`config.mk`:
```
export PLATFORM = sky130hd
export DESIGN_NAME = hazard_ctrl
export DESIGN_NICKNAME = d
export VERILOG_FILES = /design/src/rtl/hazard_ctrl_pkg.sv /design/src/rtl/hazard_perf_cnt.sv /design/src/rtl/hazard_ctrl.sv
export SDC_FILE = /design/constraint.sdc
export NUM_CORES = 1
export LEC_CHECK = 0
export BUFFER_PORTS_ARGS = -buffer_cell sky130_fd_sc_hd__buf_2
export CAP_MARGIN = 10
export CELL_PAD_IN_SITES_DETAIL_PLACEMENT = 2
export CELL_PAD_IN_SITES_GLOBAL_PLACEMENT = 2
export CORE_UTILIZATION = 28
export DETAILED_ROUTE_END_ITERATION = 16
export PLACE_DENSITY_LB_ADDON = 0.1
export SYNTH_ARGS = -nofsm -noshare
export SYNTH_HDL_FRONTEND = slang
export SYNTH_HIERARCHICAL = 1
export SYNTH_SLANG_ARGS = --single-unit
```
`constraint.sdc`:
```
create_clock -name clk -period 7.52 [get_ports clk]
set_input_delay 2.256 -clock clk [delete_from_list [all_inputs] [get_ports clk]]
set_output_delay 2.256 -clock clk [all_outputs]
set_load 0.05 [all_outputs]
```
`src/rtl/hazard_ctrl_pkg.sv`:
```
// Shared definitions for the pipeline hazard controller: opcodes,
// FSM state encoding and the width of the small penalty counters.
package hazard_ctrl_pkg;

  localparam logic [6:0] OP_LOAD = 7'b0000011;

  // Wide enough for penalties of 1..3 cycles
  localparam int CNT_W = $clog2(4);

  typedef enum logic [1:0] {
    ST_RUN  = 2'd0,
    ST_LU   = 2'd1,
    ST_BUSY = 2'd2
  } state_t;

endpackage

```
`src/rtl/hazard_perf_cnt.sv`:
```
// Saturating event counter used for the stall/flush performance statistics.
module hazard_perf_cnt #(
  parameter int PERF_W = 32
) (
  input  logic              clk,
  input  logic              rst,
  input  logic              inc,
  output logic [PERF_W-1:0] cnt
);

  // Sticks at all-ones so a long run never reports a small wrapped value
  always_ff @(posedge clk or posedge rst) begin
    if (rst) begin
      cnt <= '0;
    end else if (inc && (cnt != '1)) begin
      cnt <= cnt + PERF_W'(1);
    end
  end

endmodule

```
`src/rtl/hazard_ctrl.sv`:
```
// Hazard controller for the 5-stage RV32 core: load-use stalls, redirect
// arbitration, branch squash, multi-cycle EX freeze and perf counters.
module hazard_ctrl
  import hazard_ctrl_pkg::*;
#(
  parameter int XLEN       = 32,
  parameter int REG_AW     = 5,
  parameter int LOAD_STALL = 1,
  parameter int BR_FLUSH   = 2,
  parameter int PERF_W     = 32
) (
  input  logic              clk,
  input  logic              rst,
  input  logic [REG_AW-1:0] id_rs1,
  input  logic [REG_AW-1:0] id_rs2,
  input  logic              id_rs1_vld,
  input  logic              id_rs2_vld,
  input  logic [REG_AW-1:0] ex_rd,
  input  logic [6:0]        ex_opcode,
  input  logic              ex_busy,
  input  logic              id_jmp_vld,
  input  logic [XLEN-1:0]   id_imm,
  input  logic [XLEN-1:0]   id_pc,
  input  logic              ex_jmp_vld,
  input  logic [XLEN-1:0]   ex_jmp_addr,
  output logic              hold_if,
  output logic              hold_id,
  output logic              if_jmp_vld,
  output logic [XLEN-1:0]   if_jmp_addr,
  output logic              ex_en,
  output logic [PERF_W-1:0] perf_stall,
  output logic [PERF_W-1:0] perf_flush
);

  state_t           state, state_nxt;
  logic [CNT_W-1:0] stall_cnt, stall_nxt;
  logic [CNT_W-1:0] bub_cnt, bub_nxt;
  logic [CNT_W-1:0] fl_cnt, fl_nxt;
  logic             lu_hit;
  logic             lu_detect;
  logic             hold;
  logic             id_take;

  always_ff @(posedge clk or posedge rst) begin
    if (rst) begin
      state     <= ST_RUN;
      stall_cnt <= '0;
      bub_cnt   <= '0;
      fl_cnt    <= '0;
    end else begin
      state     <= state_nxt;
      stall_cnt <= stall_nxt;
      bub_cnt   <= bub_nxt;
      fl_cnt    <= fl_nxt;
    end
  end

  // A taken EX branch outranks everything: the stalled instruction is younger
  // and gets flushed, so its stall and bubbles are cancelled at once.
  always_comb begin
    lu_hit = (ex_opcode == OP_LOAD) && (ex_rd != '0) &&
             (((id_rs1 == ex_rd) && id_rs1_vld) || ((id_rs2 == ex_rd) && id_rs2_vld));
    lu_detect = (state == ST_RUN) && lu_hit && !ex_jmp_vld && !ex_busy;
    hold = lu_detect || ((state == ST_LU) && (stall_cnt != '0) && !ex_jmp_vld) || ex_busy;

    state_nxt = state;
    stall_nxt = stall_cnt;
    case (state)
      ST_RUN: begin
        if (!ex_jmp_vld) begin
          if (ex_busy) begin
            state_nxt = ST_BUSY;
          end else if (lu_hit) begin
            state_nxt = ST_LU;
            stall_nxt = CNT_W'(LOAD_STALL - 1);
          end
        end
      end
      ST_LU: begin
        if (ex_jmp_vld || (stall_cnt == '0)) begin
          state_nxt = ST_RUN;
          stall_nxt = '0;
        end else begin
          stall_nxt = stall_cnt - CNT_W'(1);
        end
      end
      ST_BUSY: begin
        if (!ex_busy) state_nxt = ST_RUN;
      end
      default: begin
        state_nxt = ST_RUN;
        stall_nxt = '0;
      end
    endcase

    bub_nxt = bub_cnt;
    if (lu_detect) begin
      bub_nxt = CNT_W'(LOAD_STALL);
    end else if ((state == ST_LU) && ex_jmp_vld) begin
      bub_nxt = '0;
    end else if (bub_cnt != '0) begin
      bub_nxt = bub_cnt - CNT_W'(1);
    end

    fl_nxt = fl_cnt;
    if (ex_jmp_vld) begin
      fl_nxt = CNT_W'(BR_FLUSH - 1);
    end else if (fl_cnt != '0) begin
      fl_nxt = fl_cnt - CNT_W'(1);
    end
  end

  // A held ID stage must not redirect fetch, otherwise the jump would fire twice
  always_comb begin
    hold_if     = hold;
    hold_id     = hold;
    id_take     = id_jmp_vld && !hold;
    if_jmp_vld  = ex_jmp_vld || id_take;
    if_jmp_addr = '0;
    if (ex_jmp_vld) begin
      if_jmp_addr = ex_jmp_addr;
    end else if (id_take) begin
      if_jmp_addr = id_pc + id_imm;
    end
    ex_en = !(ex_jmp_vld || (fl_cnt != '0) || (bub_cnt != '0));
  end

  hazard_perf_cnt #(.PERF_W(PERF_W)) u_perf_stall (
    .clk (clk),
    .rst (rst),
    .inc (hold),
    .cnt (perf_stall)
  );

  hazard_perf_cnt #(.PERF_W(PERF_W)) u_perf_flush (
    .clk (clk),
    .rst (rst),
    .inc (!ex_en),
    .cnt (perf_flush)
  );

endmodule

```
==> results.txt, run 1 <==
- Yosys top cell area share: 31.6%
- DRT Wirelength: 20100 um
* Initial core utilization: 28.9%
- In the synthesized netlist the async set-or-reset flop fraction comes to 100%.
- The worst setup path is captured at a primary output.
- Post-Layout Cell Count: 1122
- In this run, synthesis inferred 0 flip-flops with an integrated enable.
- Registers take 1800 sq um.
* Diodes inserted: 0
* Wire length of the first global-routing pass: 32400 um
- The cell sitting at the root of the clock tree is a sky130_fd_sc_hd__clkbuf_16.
* Dominant register cell in the synthesized netlist: sky130_fd_sc_hd__dfrtp_1
* Placement Cell Area: 7120 sq um
- After synthesis, the netlist uses 59 different library cells.
- In the routed design, unresolved DRC markers number 0.
- Detailed-router iteration count before antenna repair: 4
- For the worst setup path, the data arrival time is 5150 ps.
- Area of the multi-input gates: 3740 sq um
* Number of instances in the synthesized netlist: 634
- The total area inside the core boundary comes to 19700 sq um.
- Compared with the post-synthesis result, the final layout area differs by 29.7%.
* Cell count after placement: 1106
- The die covers 20900 sq um.
- The worst path meets setup with 117 ps of slack.
* Overall fraction of global-route tracks in use: 19.5%
- After synthesis, the most frequently instantiated cells are sky130_fd_sc_hd__xnor2_1, sky130_fd_sc_hd__dfrtp_1, sky130_fd_sc_hd__nand2_1.
- Maximum buffer depth of the clock tree: 2
- CTS sink count: 72
- Path type of the worst min-delay path: reg2reg
- Post CTS Setup Buffer Count: 0
* Area of the mapped netlist: 5690 sq um
- For this block, the initial DRC count from the detailed router was 150.
* Required time of the worst setup path: 5260 ps
* GRT overflow: 0
* Met1 capacity usage during global routing: 23.6%
- Post-detail-place hpwl: 16200 um
* Worst-case clock skew: 6.43 ps
* Cell type with the largest total area after synthesis: sky130_fd_sc_hd__dfrtp_1
- Most frequent cell after synthesis: sky130_fd_sc_hd__xnor2_1
* Number of nets in the synthesized netlist: 796
- Final max-slew violation count: 0
- Each instance of the synthesized netlist takes up on average 8.98 sq um.
* Number of buffers added by the clock tree synthesis step: 9
* Number of port buffers: 224
* Post-route minimum period: 7400 ps
- Layer with the highest usage: met2
- Initial antenna violation count: 0
- Largest driver fanout on the critical path: 6
- Power Dens Cells: 211 nW/um^2
- Entering global routing, the biggest net connects 43 pins.
- Measured slew at the worst slew-check pin: 1070 ps
- Buffers inserted to repair hold after CTS numbered 0.
* Global routing usage on met2: 35.9%
- The filler cells instantiated in the layout total 2268.
- Sequential cells were found to cover 31.6% of the synthesized design area.
- The clock tree synthesis step divided the H-tree into 3 levels.
* Wire per inst: 17.9 um
* Worst Path Class, Setup: in2out
* Die X: 145 um
- Gates resized during post-CTS repair numbered 0.
- TritonCTS built the clock tree.
- Outcome: completed
- IR Drop Worst-Case VDD: 0.0944 mV
- STA classifies the critical path startpoint as an input port.
* Static leakage: 3.66 nW
- Worst setup timing slack at the placement stage: 100 ps
* Ranking of synthesized cells by area: sky130_fd_sc_hd__dfrtp_1, sky130_fd_sc_hd__xnor2_1, sky130_fd_sc_hd__ha_1, sky130_fd_sc_hd__nand3_1, sky130_fd_sc_hd__nand2_1
* Cell with the largest stage delay on the worst path: sky130_fd_sc_hd__or4_4
- Across all layers, the routed design uses 5778 vias.
- The final hold violation count came to 0.
- Setup total negative slack on the finished layout was measured at 0 ps.
* Setup violations, final: 0
- Standard-cell row count: 51
- Final weighted congestion in routability-driven placement: 0.804
- Count of max-cap constraint violations: 0
- Fmax: 135 MHz
* Total Power: 0.00156 W
* Cell-by-cell trace of the critical path: buf_2 -> ha_1 -> fa_1 -> a21oi_1 -> o211a_1 -> or4_4 -> a311o_1 -> o21bai_4 -> a31oi_1 -> xor2_1 -> o31ai_2 -> buf_2
- After routing the design area is 7390 sq um.
- For the worst-skew pair, the clock arrives at the later sink with an insertion delay of 320 ps.
- For this run, global-route usage on met3 was measured as 2.48%.
* Vias in the first global route: 6383
* Total number of nets in the final design: 1014
- Critical path's largest stage delay: 500 ps
- Measured against its own limit, the worst slew margin works out to 28.4%.
- Number of I/O pins: 225
* Remaining number of nets flagged by the antenna check after routing: 0
* Ratio of final minimum period to clock period: 98.4%
- Most frequent CP cell: sky130_fd_sc_hd__buf_2
- Vertical extent of the die: 145 um
* RSZ-0062 raised after global routing: false
* Number of storage elements in the synthesis netlist: 72
- The post-route netlist has 31.6% of its cells at a drive strength greater than 1.
- For this run, the number of Yosys warnings is 6.
- Avg Vias per Cell: 5.15
- Clock transition at the registers of the reported paths: 60 ps
[layout by cell type, fill, tap and decap left out, drive strengths merged, types with 5 or more instances in the layout]
cell,count
o21ai,16
a31oi,10
or3,5
nor4,7
nor2b,5
buf,229
a22o,11
clkbuf,12
a21o,18
o21bai,5
a21oi,32
nor3,12
ha,36
nand3,50
dfrtp,72
o31ai,19
inv,23
and3,23
xnor2,73
nand2,60
nand4,29
xor2,23
a211oi,7
a41oi,5
nor2,29
[critical path: cells and delay by family]
kind / cells / cell delay [ps]
compound gates: 6 / 1380
xor+xnor: 1 / 180
fa+ha+maj: 2 / 430
buf+inv: 2 / 390
simple gates: 1 / 500
[state kept, by name, summed over array words and instances, names as in the netlist]
signal            cells
u_perf_flush/cnt     32
u_perf_stall/cnt     32
bub_cnt               2
fl_cnt                2
stall_cnt             2
state                 2
[through the flow]
stage / hold WS (ps) / utilization (%)
floorplan: 476 / -
global placement: 474 / 36.1
detailed placement: 488 / 36.1
CTS: 500 / 37.5
global route: 523 / 37.5
finish: 496 / 37.5
[cell families after synthesis]
group,count (synthesis),synth area share [%]
buf+inv,45,3.16
fa+ha+maj,37,8.26
flops,72,31.6
xor+xnor,96,14.8
simple gates,231,21.5
mux,5,0.923
compound gates,148,19.8
[final timing paths]
kind	start	end	slack, ps	cells after the start
setup / recovery	id_imm[0]	if_jmp_addr[24]	120	12
hold / removal	u_perf_flush/cnt[10]$_DFFE_PP0P_	u_perf_flush/cnt[10]$_DFFE_PP0P_	500	1
setup reg to reg	stall_cnt[0]$_DFFE_PP0P_	u_perf_stall/cnt[29]$_DFFE_PP0P_	4250	12
hold reg to reg	u_perf_flush/cnt[10]$_DFFE_PP0P_	u_perf_flush/cnt[10]$_DFFE_PP0P_	500	1
max in group asynchronous	rst	u_perf_stall/cnt[2]$_DFFE_PP0P_	5150	3
min in group asynchronous	rst	fl_cnt[0]$_DFFE_PP0P_	1900	2
[metal layers]
metal  wire [um]  up-vias
li1            -     2780
met1        8660     2829
met2       10400      151
met3         767       18
met4         258        0
met5           0        -
[final cells by class]
cell class	instances	share of cell area (%)
Clock buffer	12	3.34
Clock inverter	4	0.271
Inverter	23	1.17
Multi-Input combinational cell	517	50.7
Sequential cell	72	24.4
Tap cell	265	4.49
Timing Repair Buffer	229	15.7
[power breakdown]
part           switching (W)  internal (W)
clock network       0.000155      0.000230
registers          0.0000679      0.000440
logic               0.000449      0.000218
total               0.000672      0.000888
(Power assumes the default switching activity.)
==> run 2, diff against run 1 <==
- RECOVER_POWER: not set -> 25
==> results.txt, run 2 (synthesis results as in run 1) <==
- The flow ran to the end, but the final reports show violations.
- Violations in the final reports: capacitance limit, slew limit
* Largest registers ranked by flip-flop count: u_perf_flush/cnt x32, u_perf_stall/cnt x32
* Clock insertion delay at the later pin of the skew report: 320 ps
* Required time of the worst setup path: 5260 ps
- 225 I/O pins were placed.
- Wires add up to 20100 um.
* Fin. Hold Viols: 0
- The worst path in the final design needs a cycle of 7400 ps, including I/O delays and setup.
- Number of port buffers: 224
- Final-layout fill cell count: 2265
- TritonCTS created 9 clock buffers.
- Row generation in the floorplan step produced 51 rows.
- Syn-to-layout area delta: 29.6%
* Number of buffers inserted for hold repair after clock tree synthesis: 0
- The initial antenna violation count came to 0.
- Derived from the worst setup path, the maximum achievable clock frequency is 135 MHz.
- For this run, the detailed router's first-pass iteration total came to 4.
- Total number of nets in the final design: 1014
* Wire length of the first global-routing pass: 32400 um
- Worst Path Class, Setup: in2out
- Die X: 145 um
- Area of the multi-input gates: 3740 sq um
- In this run the power density over the cells is 211 nW/um^2.
- Counting along the longest clock path gives a buffer depth of 2.
* Cell chosen for the clock root: sky130_fd_sc_hd__clkbuf_16
- H-Tree Depth: 3
- TritonCTS built the clock tree.
- IR Drop Worst-Case VDD: 0.0936 mV
- The library cell used most frequently in the layout, excluding fill and tap cells, is sky130_fd_sc_hd__buf_2.
- Once layout is done, the placed cells without fillers occupy 7380 sq um.
- Sequential cell area: 1800 sq um
* Post-layout utilization of the core: 37.4%
- Commonest cells after routing, fill and taps aside: sky130_fd_sc_hd__buf_2, sky130_fd_sc_hd__xnor2_1, sky130_fd_sc_hd__dfrtp_1, sky130_fd_sc_hd__nand2_1, sky130_fd_sc_hd__nand3_1
- Final routed DRC violation total: 0
- The die covers 20900 sq um.
- Clock-pin slew was measured on the worst setup and hold paths at 60 ps.
- Worst max-slew margin expressed relative to the limit: -22.6%
- Initial core utilization: 28.9%
* Remaining number of nets flagged by the antenna check after routing: 0
- Detailed routing inserted a total of 5777 vias.
- Vertical extent of the die: 145 um
* GRT overflow: 0
* Ratio of final minimum period to clock period: 98.4%
* Kind of capture point of the worst setup path: primary output
- The repair_antennas step left the layout with diodes totalling 0.
- Of the cells placed in the final design, the portion with a size suffix greater than 1 is 31.3%.
- RSZ-0062 raised after global routing: false
- Along the worst path, the maximum fanout reaches 6.
- Using the TritonRoute via totals, the vias-per-cell ratio works out to 5.15.
- Worst-case clock skew: 6.39 ps
* Overall fraction of global-route tracks in use: 19.5%
- In this run the worst hold path is classified as reg2reg.
- Final max-slew violation count: 66
* Setup violations, final: 0
* Arr. time, crit path: 5150 ps
- In this run the static leakage power is 3.65 nW.
- CTS sink count: 72
- The worst setup path is launched from an input port.
- Entering global routing, the biggest net connects 43 pins.
- Post-detail-place hpwl: 16200 um
- Placement Cell Area: 7120 sq um
* Count of max-cap constraint violations: 2
- At the end of routability-driven placement, the weighted congestion stood at 0.804.
- After floorplanning, the core was sized to cover 19700 sq um.
- At the pin with the least slew margin, the transition time is 1840 ps.
- Adding up every negative setup slack in the final design gives 0 ps.
- The number of global-route vias before repair came to 6383.
- Gates resized during post-CTS repair numbered 0.
- In the final routed layout, each cell accounts on average for 17.9 um.
- Total power for the finished layout comes to 0.00156 W.
- Post-CTS timing repair inserted 0 buffers for setup.
- The first routing iteration left 148 violations.
run 2: cell count changes in the layout (fill, tap and decap cells not counted), sizes merged:
cell    previous run  this run
buf              229       226
clkbuf            12        15
run 2: final timing paths:
| check | start | cells past startpoint | endpoint | slack [ps] |
|---|---|---|---|---|
| max | id_imm[0] | 12 | if_jmp_addr[24] | 120 |
| min | u_perf_flush/cnt[10]$_DFFE_PP0P_ | 1 | u_perf_flush/cnt[10]$_DFFE_PP0P_ | 500 |
| max reg2reg | stall_cnt[0]$_DFFE_PP0P_ | 12 | u_perf_stall/cnt[29]$_DFFE_PP0P_ | 4250 |
| min reg2reg | u_perf_flush/cnt[10]$_DFFE_PP0P_ | 1 | u_perf_flush/cnt[10]$_DFFE_PP0P_ | 500 |
| max in group asynchronous | rst | 3 | u_perf_stall/cnt[2]$_DFFE_PP0P_ | 3850 |
| min in group asynchronous | rst | 2 | fl_cnt[0]$_DFFE_PP0P_ | 1890 |
run 2: final cells by class:
type / count / share of cell area, %
repair buffers: 229 / 15.6
clock inverters: 4 / 0.271
clock buffers: 12 / 3.34
well taps: 265 / 4.49
inverters: 23 / 1.17
flip-flops and latches: 72 / 24.4
multi-input cells: 517 / 50.7
run 2: worst max-delay path: stages:
cell                       delay (ps)
sky130_fd_sc_hd__buf_2            100
sky130_fd_sc_hd__ha_1             180
sky130_fd_sc_hd__fa_1             250
sky130_fd_sc_hd__a21oi_1          130
sky130_fd_sc_hd__o211a_1          280
sky130_fd_sc_hd__or4_4            500
sky130_fd_sc_hd__a311o_1          420
sky130_fd_sc_hd__o21bai_4         240
sky130_fd_sc_hd__a31oi_1          140
sky130_fd_sc_hd__xor2_1           180
sky130_fd_sc_hd__o31ai_2          170
sky130_fd_sc_hd__buf_2            290
run 2: per-layer routing:
layer / GRT usage, % / wire (um)
met5: 0 / 0
met4: 5.32 / 258
met3: 2.48 / 765
met2: 35.9 / 10400
met1: 23.6 / 8660
run 2: through the flow:
| step | hold WS [ps] | worst slack, ps | cells |
|---|---|---|---|
| floorplan | 476 | 87.5 | 634 |
| global placement | 474 | 174 | 1106 |
| detailed placement | 488 | 100 | 1106 |
| CTS | 500 | 105 | 1122 |
| global route | 523 | 10.4 | 1122 |
| finish | 496 | 117 | 1122 |
run 2: report_power, final:
group | internal (W) | switching [W]
registers | 0.000440 | 0.0000679
clock network | 0.000230 | 0.000155
logic | 0.000218 | 0.000449
==> run 3, diff against run 2 <==
--- a/config.mk
+++ b/config.mk
@@ -12,5 +12,5 @@
 export CORE_UTILIZATION = 28
 export DETAILED_ROUTE_END_ITERATION = 16
-export PLACE_DENSITY_LB_ADDON = 0.1
+export PLACE_DENSITY = 0.77
 export RECOVER_POWER = 25
 export SYNTH_ARGS = -nofsm -noshare
==> constraint.sdc (replaced) <==
create_clock -name clk -period 7.52 [get_ports clk]
set_input_delay 2.256 -clock clk [delete_from_list [all_inputs] [get_ports clk]]
set_output_delay 2.256 -clock clk [all_outputs]
set_load 0.005 [all_outputs]
==> results.txt, run 3 (synthesis results as in run 1) <==
- The root buffer cell chosen for the clock tree is sky130_fd_sc_hd__clkbuf_16.
- Post CTS Setup Buffer Count: 0
- Number of buffers inserted for hold repair after clock tree synthesis: 0
- Capturing element of the worst setup path: if_jmp_addr[24]
- Maximum buffer depth of the clock tree: 2
- Total number of nets in the final design: 1017
- The floorplan step defined a core boundary enclosing 19700 sq um.
- The worst register-to-register path ends at u_perf_stall/cnt[17]$_DFFE_PP0P_.
* Final weighted congestion in routability-driven placement: 0.861
- Summed over all layers, the global routing overflow is 0.
- DRT Wirelength: 19700 um
- Final routed DRC violation total: 0
- Vertical extent of the die: 145 um
* Largest registers ranked by flip-flop count: u_perf_flush/cnt x32, u_perf_stall/cnt x32
- Ratio of final minimum period to clock period: 96.6%
* Most common library cell in the layout ignoring fill and taps: sky130_fd_sc_hd__buf_2
* IR Drop Worst-Case VDD: 0.100 mV
- The clock tree synthesis step divided the H-tree into 3 levels.
- For this design the ratio of total power to cell area is 196 nW/um^2.
- Detailed-router iteration count before antenna repair: 4
- Initial antenna violation count: 1
- Via total after detailed routing: 5788
* RSZ-0062 raised after global routing: false
* Vias in the first global route: 6239
- The tool flagged a number of max-cap violations equal to 2.
* Wire length of the first global-routing pass: 31800 um
* Standard-cell row count: 51
- Using the TritonRoute via totals, the vias-per-cell ratio works out to 5.15.
* Design area: 7440 sq um
- Register-to-register setup slack: 4190 ps
* Wire per inst: 17.5 um
- The number of max-slew violations in the final report was 66.
- Setup violations remaining at the end of the flow were counted as 0.
- Required time of the worst setup path: 5260 ps
- Of the cells placed in the final design, the portion with a size suffix greater than 1 is 31.0%.
- For the worst flop-to-flop path, the logic depth is 12.
- Number of buffers added by the clock tree synthesis step: 9
- Final hold analysis gives a worst-case slack of 494 ps.
- The checks that failed: capacitance limit, slew limit.
- Number of I/O pins: 225
- Largest driver fanout on the critical path: 6
- The HPWL after detailed placement is 16000 um.
- Number of cells upsized or downsized after cts: 0
- TritonCTS clock tree: yes
- Die X: 145 um
- The flow ran to the end, but the final reports show violations.
- Summed over all cells, the static leakage comes to 3.68 nW.
- The final hold violation count is 0.
- Fmax: 138 MHz
- Worst-case clock skew: 9.31 ps
- The worst setup path is of the in2out kind.
* Worst max-slew margin expressed relative to the limit: -21.4%
* Commonest cells after routing, fill and taps aside: sky130_fd_sc_hd__buf_2, sky130_fd_sc_hd__xnor2_1, sky130_fd_sc_hd__dfrtp_1, sky130_fd_sc_hd__nand2_1, sky130_fd_sc_hd__nand3_1
- Port buffering added 224 buffers.
- Diodes inserted: 0
- The critical path starts at id_imm[0].
- CTS sink count: 72
- Placement Cell Area: 7110 sq um
* Largest net degree at the start of global routing: 57
* FF-to-FF Start: stall_cnt[0]$_DFFE_PP0P_
* Kind of capture point of the worst setup path: primary output
* Sum Neg Setup Slack: 0 ps
- The floorplan step defined a die boundary enclosing 20900 sq um.
* Post-route minimum period: 7260 ps
- The worst setup path is launched from an input port.
* Syn-to-layout area delta: 30.6%
* Arr. time, crit path: 5010 ps
* Measured slew at the worst slew-check pin: 1820 ps
* Detailed router's first-iteration violation count: 114
- Path type of the worst min-delay path: reg2reg
* Remaining number of nets flagged by the antenna check after routing: 0
- For this run, the total global-route usage over all layers was measured as 19.2%.
- Clock insertion delay at the later pin of the skew report: 330 ps
- The initial utilization of the core area, before any placement, comes to 28.9%.
- Clock transition at the registers of the reported paths: 50 ps
-- run 3: cell count changes in the layout (fill, tap and decap cells not counted), sizes merged --
cell	before	now
buf	226	229
bufinv	0	3
clkbuf	15	12
clkinv	4	3
-- run 3: metal layers --
layer	global-route usage [%]	vias to the layer above	part of all wire, %
li1	-	2785	-
met5	0	-	0.041
met2	35.0	168	50
met4	4.82	2	1.1
met3	3.84	21	5.6
met1	22.8	2812	43
-- run 3: worst min-delay path by stage --
| stage | to | from | slack [ps] | depth (start not counted) |
|---|---|---|---|---|
| floorplan | state[0]$_DFFE_PP0P_ | state[1]$_DFFE_PP0P_ | 480 | 1 |
| global placement | u_perf_flush/cnt[10]$_DFFE_PP0P_ | u_perf_flush/cnt[10]$_DFFE_PP0P_ | 470 | 1 |
| detailed placement | u_perf_stall/cnt[10]$_DFFE_PP0P_ | u_perf_stall/cnt[10]$_DFFE_PP0P_ | 490 | 1 |
| CTS | u_perf_stall/cnt[23]$_DFFE_PP0P_ | u_perf_stall/cnt[23]$_DFFE_PP0P_ | 500 | 1 |
| global route | u_perf_flush/cnt[23]$_DFFE_PP0P_ | u_perf_flush/cnt[23]$_DFFE_PP0P_ | 540 | 1 |
| finish | u_perf_stall/cnt[10]$_DFFE_PP0P_ | u_perf_stall/cnt[10]$_DFFE_PP0P_ | 490 | 1 |
-- run 3: area by class of cell --
cell class,instances,area (sq um)
Fill cell,2277,12300
Clock inverter,6,109
Inverter,23,86.3
Multi-Input combinational cell,517,3710
Clock buffer,9,225
Tap cell,265,332
Timing Repair Buffer,232,1170
Sequential cell,72,1800
-- run 3: stage by stage --
stage,utilization [%],worst slack (ps),cells,power [W]
2_1_floorplan,-,796,634,0.000794
3_3_place_gp,36.1,294,1109,0.000970
3_5_place_dp,36.1,255,1109,0.000992
4_1_cts,37.8,244,1124,0.00149
5_1_grt,37.7,92.4,1124,0.00156
6_report,37.7,258,1124,0.00146
-- run 3: where the power goes --
group / internal [W] / total (W) / leakage (nW) / switching (W)
registers: 0.000440 / 0.000507 / 0.967 / 0.0000670
logic: 0.000217 / 0.000469 / 2.55 / 0.000252
clock network: 0.000321 / 0.000481 / 0.165 / 0.000160
total: 0.000979 / 0.00146 / 3.68 / 0.000479
-- run 3: worst max-delay path: stages --
cell,delay [ps]
sky130_fd_sc_hd__buf_2,80
sky130_fd_sc_hd__ha_1,200
sky130_fd_sc_hd__fa_1,250
sky130_fd_sc_hd__a21oi_1,120
sky130_fd_sc_hd__o211a_1,280
sky130_fd_sc_hd__or4_4,500
sky130_fd_sc_hd__a311o_1,420
sky130_fd_sc_hd__o21bai_4,250
sky130_fd_sc_hd__a31oi_1,140
sky130_fd_sc_hd__xor2_1,190
sky130_fd_sc_hd__o31ai_2,180
sky130_fd_sc_hd__buf_2,140
